$ cat config.mk
export PLATFORM = sky130hd
export DESIGN_NAME = reset_sequencer
export DESIGN_NICKNAME = d
export VERILOG_FILES = /design/src/rtl/reset_seq_pkg.sv /design/src/rtl/lock_synchronizer.sv /design/src/rtl/reset_sequencer.sv
export SDC_FILE = /design/constraint.sdc
export NUM_CORES = 1
export LEC_CHECK = 0
export ABC_CLOCK_PERIOD_IN_PS = 2250
export CAP_MARGIN = 15
export CORE_MARGIN = 2
export CORE_UTILIZATION = 29
export CTS_BUF_LIST = sky130_fd_sc_hd__clkbuf_4 sky130_fd_sc_hd__clkbuf_8
export CTS_CLUSTER_SIZE = 14
export DETAILED_ROUTE_END_ITERATION = 16
export PLACE_DENSITY_LB_ADDON = 0.2
export SLEW_MARGIN = 0
export SYNTH_ARGS = -nofsm -noshare
export SYNTH_HDL_FRONTEND = slang
export SYNTH_SLANG_ARGS = --single-unit
$ cat constraint.sdc
create_clock -name input_clk -period 2.25 [get_ports input_clk]
set_input_delay 0.3375 -clock input_clk [delete_from_list [all_inputs] [get_ports input_clk]]
set_output_delay 0.3375 -clock input_clk [all_outputs]
set_load 0.01 [all_outputs]
$ cat src/rtl/reset_seq_pkg.sv
// Shared definitions for the reset sequencer: FSM state encodings and the
// lock-loss counter limit.
package reset_seq_pkg;

  typedef enum logic [1:0] {
    WAIT_LOCK = 2'd0,
    STABILIZE = 2'd1,
    RELEASE   = 2'd2,
    RUNNING   = 2'd3
  } seq_state_e;

  localparam logic [7:0] LOCK_LOSS_MAX = 8'd255;

  // Counter increment that sticks at LOCK_LOSS_MAX instead of wrapping.
  function automatic logic [7:0] sat_inc(input logic [7:0] value);
    return (value == LOCK_LOSS_MAX) ? value : value + 8'd1;
  endfunction

endpackage

$ cat src/rtl/lock_synchronizer.sv
// Two-flop synchronizer that brings one DCM lock indicator into the board
// clock domain; both stages clear to 0 (unlocked) on reset.
module lock_synchronizer (
  input  logic clk_i,
  input  logic reset_i,
  input  logic async_i,
  output logic sync_o
);

  logic meta_q;
  logic sync_q;

  // NOTE: non-blocking assignments make sync_q take the pre-edge meta_q,
  // which is what gives two distinct flop stages.
  always_ff @(posedge clk_i) begin
    if (reset_i) begin
      meta_q <= 1'b0;
      sync_q <= 1'b0;
    end else begin
      meta_q <= async_i;
      sync_q <= meta_q;
    end
  end

  assign sync_o = sync_q;

endmodule

$ cat src/rtl/reset_sequencer.sv
// Turns the two DCM lock indicators into staged, registered reset releases
// (SRAM, then main, then user) and re-asserts everything on any lock loss.
module reset_sequencer
  import reset_seq_pkg::*;
#(
  parameter int unsigned STABLE_CYCLES = 1024,
  parameter int unsigned STAGE_GAP     = 16
) (
  input  logic       input_clk,
  input  logic       reset,
  input  logic       dcm_locked,
  input  logic       dcm_locked_two,
  output logic       reset_sram,
  output logic       reset_main,
  output logic       reset_user,
  output logic       system_ready,
  output logic [7:0] lock_loss_count,
  output logic [1:0] seq_state
);

  localparam int unsigned SCW = $clog2(STABLE_CYCLES);
  localparam int unsigned GCW = $clog2(STAGE_GAP);
  localparam logic [SCW-1:0] STABLE_LAST = SCW'(STABLE_CYCLES - 1);
  localparam logic [GCW-1:0] STAGE_LAST  = GCW'(STAGE_GAP - 1);

  logic lock_main_sync;
  logic lock_two_sync;
  logic lock_ok;

  lock_synchronizer u_sync_main (
    .clk_i   (input_clk),
    .reset_i (reset),
    .async_i (dcm_locked),
    .sync_o  (lock_main_sync)
  );

  lock_synchronizer u_sync_two (
    .clk_i   (input_clk),
    .reset_i (reset),
    .async_i (dcm_locked_two),
    .sync_o  (lock_two_sync)
  );

  assign lock_ok = lock_main_sync & lock_two_sync;

  seq_state_e     state_q,        state_d;
  logic [SCW-1:0] stable_cnt_q,   stable_cnt_d;
  logic [GCW-1:0] stage_cnt_q,    stage_cnt_d;
  logic           reset_sram_q,   reset_sram_d;
  logic           reset_main_q,   reset_main_d;
  logic           reset_user_q,   reset_user_d;
  logic           ready_q,        ready_d;
  logic [7:0]     loss_cnt_q,     loss_cnt_d;

  always_ff @(posedge input_clk) begin
    if (reset) begin
      state_q      <= WAIT_LOCK;
      stable_cnt_q <= '0;
      stage_cnt_q  <= '0;
      reset_sram_q <= 1'b1;
      reset_main_q <= 1'b1;
      reset_user_q <= 1'b1;
      ready_q      <= 1'b0;
      loss_cnt_q   <= '0;
    end else begin
      state_q      <= state_d;
      stable_cnt_q <= stable_cnt_d;
      stage_cnt_q  <= stage_cnt_d;
      reset_sram_q <= reset_sram_d;
      reset_main_q <= reset_main_d;
      reset_user_q <= reset_user_d;
      ready_q      <= ready_d;
      loss_cnt_q   <= loss_cnt_d;
    end
  end

  always_comb begin
    // NOTE: every _d defaults to its register first, so no path through
    // this block leaves a signal unassigned and infers a latch.
    state_d      = state_q;
    stable_cnt_d = stable_cnt_q;
    stage_cnt_d  = stage_cnt_q;
    reset_sram_d = reset_sram_q;
    reset_main_d = reset_main_q;
    reset_user_d = reset_user_q;
    ready_d      = ready_q;
    loss_cnt_d   = loss_cnt_q;

    if (!lock_ok) begin
      // Lock loss wins over sequencing and re-asserts every reset at once.
      state_d      = WAIT_LOCK;
      reset_sram_d = 1'b1;
      reset_main_d = 1'b1;
      reset_user_d = 1'b1;
      ready_d      = 1'b0;
      if (state_q == RELEASE || state_q == RUNNING) begin
        loss_cnt_d = sat_inc(loss_cnt_q);
      end
    end else begin
      unique case (state_q)
        WAIT_LOCK: begin
          state_d      = STABILIZE;
          stable_cnt_d = '0;
        end
        STABILIZE: begin
          if (stable_cnt_q == STABLE_LAST) begin
            state_d      = RELEASE;
            reset_sram_d = 1'b0;
            stage_cnt_d  = '0;
          end else begin
            stable_cnt_d = stable_cnt_q + SCW'(1);
          end
        end
        RELEASE: begin
          // reset_main still high means the second stage is pending.
          if (stage_cnt_q == STAGE_LAST) begin
            if (reset_main_q) begin
              reset_main_d = 1'b0;
              stage_cnt_d  = '0;
            end else begin
              reset_user_d = 1'b0;
              ready_d      = 1'b1;
              state_d      = RUNNING;
            end
          end else begin
            stage_cnt_d = stage_cnt_q + GCW'(1);
          end
        end
        RUNNING: begin
        end
      endcase
    end
  end

  assign reset_sram      = reset_sram_q;
  assign reset_main      = reset_main_q;
  assign reset_user      = reset_user_q;
  assign system_ready    = ready_q;
  assign lock_loss_count = loss_cnt_q;
  assign seq_state       = state_q;

endmodule

==> flow_summary.json <==
{
  "syn2layout_area_growth_pct": 19.6,
  "synthesis.nets": 193,
  "design_area_mm2": 0.00202,
  "cts_resized": 0,
  "ys_ff_latch": 32,
  "worst_slew_pin_slew_ps": 372,
  "cp-start-kind": "register",
  "chipHeight_um": 80.3,
  "ys.flop_type": "dfxtp_1",
  "stdcell_count": 271,
  "rsz0062_at_grt": "false",
  "avgSynthCellArea_um2": 9.38,
  "place_congestion": 0.817,
  "grt_pass1_vias": 1340,
  "met1_usage_pct": 18.0,
  "wl_per_cell_um": 14.3,
  "crit_type": "register to register",
  "async_reset_ff_share_pct": 0,
  "dp_cells": 263,
  "fin_crit_ps": 1830,
  "relSlewSlack_pct": 75.2,
  "synthCells": 180,
  "arrival_ps": 2020,
  "io_buffers": 17,
  "grt_use_met3_pct": 3.48,
  "nets": 211,
  "setup_ws_ps": 424,
  "core_area_mm2": 0.00557,
  "setup_viol": 0,
  "grt-busiest-layer": "met2",
  "clk_path_buf_depth": 2,
  "synth_edf_count": 0,
  "cts.sinks": 32,
  "final_common_cell": "dfxtp_1",
  "p_leak_nw": 0.748,
  "synthesis.area_mm2": 0.00169,
  "ant_nets": 0,
  "fmax_ghz": 0.548,
  "antenna_cells": 0,
  "dieArea_mm2": 0.00645,
  "clock_latency_ps": 280,
  "skew_ps": 8.06,
  "hold_viol": 0,
  "post_cts_buffers": 0,
  "antenna_found_initial": 0,
  "layout-drive-gt1-share_pct": 10.1,
  "period_share_pct": 81.2,
  "p_per_area_mw_per_mm2": 537,
  "drt_pass1_iterations": 4,
  "grt_max_degree": 27,
  "place_area_mm2": 0.00192,
  "track_usage_pct": 13.0,
  "post-route-util_pct": 36.2,
  "rows": 27,
  "cts_tree": "yes",
  "routed_wl_mm": 3.88,
  "dp_hpwl_mm": 2.75,
  "vias": 1445,
  "setup_tns_ps": 0,
  "yosys_warnings": 0,
  "min_path_type": "register to register",
  "gr-total-overflow": 0,
  "fillCellCount": 593,
  "ys_seq_area_share_pct": 38.0,
  "via_per_inst": 5.33,
  "endpoint_kind": "register",
  "ioPinCount": 18,
  "slew_violations": 0,
  "power.total_mw": 1.08,
  "numCtsBuffers": 5,
  "clk_pin_slew_worst_paths_ps": 80,
  "synth.distinct_cells": 51,
  "grtUsageMet2_pct": 18.7,
  "clockRootBuffer": "clkbuf_8",
  "hold_buffers": 0,
  "crit_fanout": 10,
  "drv_cap": 0,
  "ir_worst_vdd_v": 0.000320,
  "initial_core_util_pct": 30.3,
  "grt_pass1_wl_mm": 6.46,
  "layout_common_cells": "dfxtp_1 (32), clkdlybuf4s50_1 (17), nor2_1 (12), a21oi_1 (11)",
  "drt_iter0_markers": 104,
  "htreeDepth": 2,
  "crit_required_ps": 2450,
  "hold_slack_ps": 436,
  "drc": 0,
  "pre_cts_ws_ps": 445,
  "status": "finished, final reports clean",
  "die_w_um": 80.3
}
## kinds of logic after synthesis
family | synth area share (%)
buffers and inverters | 4.52
AOI/OAI and AO/OA | 25.1
muxes | 1.26
xor gates and xnor gates | 2.59
adders and majority gates | 6.67
and+or+nand+nor | 21.9
DFF | 38.0
## synthesized netlist by cell type, types with 2 or more instances
cell / number / area, µm²
a211oi_1: 2 / 15.0
a21o_1: 4 / 30.0
a21oi_1: 11 / 55.1
a31oi_1: 4 / 25.0
a32o_1: 2 / 20.0
a41oi_1: 3 / 26.3
and2_1: 2 / 12.5
and3_1: 3 / 18.8
and4_1: 2 / 17.5
buf_1: 2 / 7.51
buf_2: 4 / 20.0
dfxtp_1: 32 / 641
ha_1: 9 / 113
inv_1: 9 / 33.8
nand2_1: 5 / 18.8
nand3_1: 9 / 45.0
nand4_1: 6 / 37.5
nand4b_1: 2 / 17.5
nor2_1: 12 / 45.0
nor2b_1: 4 / 25.0
nor3_1: 6 / 30.0
nor4_1: 2 / 12.5
o2111ai_1: 2 / 17.5
o211a_1: 3 / 30.0
o211ai_1: 4 / 30.0
o21ai_0: 7 / 35.0
xor2_1: 5 / 43.8
## layer usage
layer  routed length (µm)  vias up
li1                     -      721
met1                 1950      677
met2                 1720       45
met3                  177        2
met4                   36        0
met5                    0        -
## cell type report
cell class | count | area [µm²] | area share (%)
Timing Repair Buffer | 19 | 185 | 9.18
Clock inverter | 1 | 7.51 | 0.372
Tap cell | 72 | 90.1 | 4.46
Multi-Input combinational cell | 131 | 971 | 48.1
Clock buffer | 7 | 90.1 | 4.46
Sequential cell | 32 | 641 | 31.7
Inverter | 9 | 33.8 | 1.67
## critical path: stages (launching register included)
cell,delay [ps]
dfxtp_1,350
inv_1,140
ha_1,400
o211ai_1,240
nor3_1,260
a31oi_1,120
a211oi_1,240
## state kept, by name, summed over array words and instances, names as in the netlist
name / cells
lock_loss_count: 8
system_ready: 1
u_sync_main.meta_q: 1
stable_cnt_q: 10
stage_cnt_q: 4
reset_sram: 1
seq_state: 2
reset_user: 1
u_sync_two.sync_o: 1
u_sync_two.meta_q: 1
reset_main: 1
u_sync_main.sync_o: 1
## final timing paths
check / slack (ps) / endpoint / cells after the start / startpoint
hold / removal: 440 / u_sync_two.sync_o / 1 / u_sync_two.meta_q
setup reg to reg: 420 / stable_cnt_q[8] / 6 / seq_state[1]
hold reg to reg: 440 / u_sync_two.sync_o / 1 / u_sync_two.meta_q
setup / recovery: 420 / stable_cnt_q[8] / 6 / seq_state[1]
## power by group
part	leakage (nW)	total [mW]	internal (mW)	switching, mW
registers	0.259	0.573	0.569	0.00350
logic	0.442	0.0255	0.0106	0.0150
clock network	0.0479	0.485	0.261	0.225
total	0.748	1.08	0.841	0.243
No activity file was read; power rests on OpenSTA's default activity.
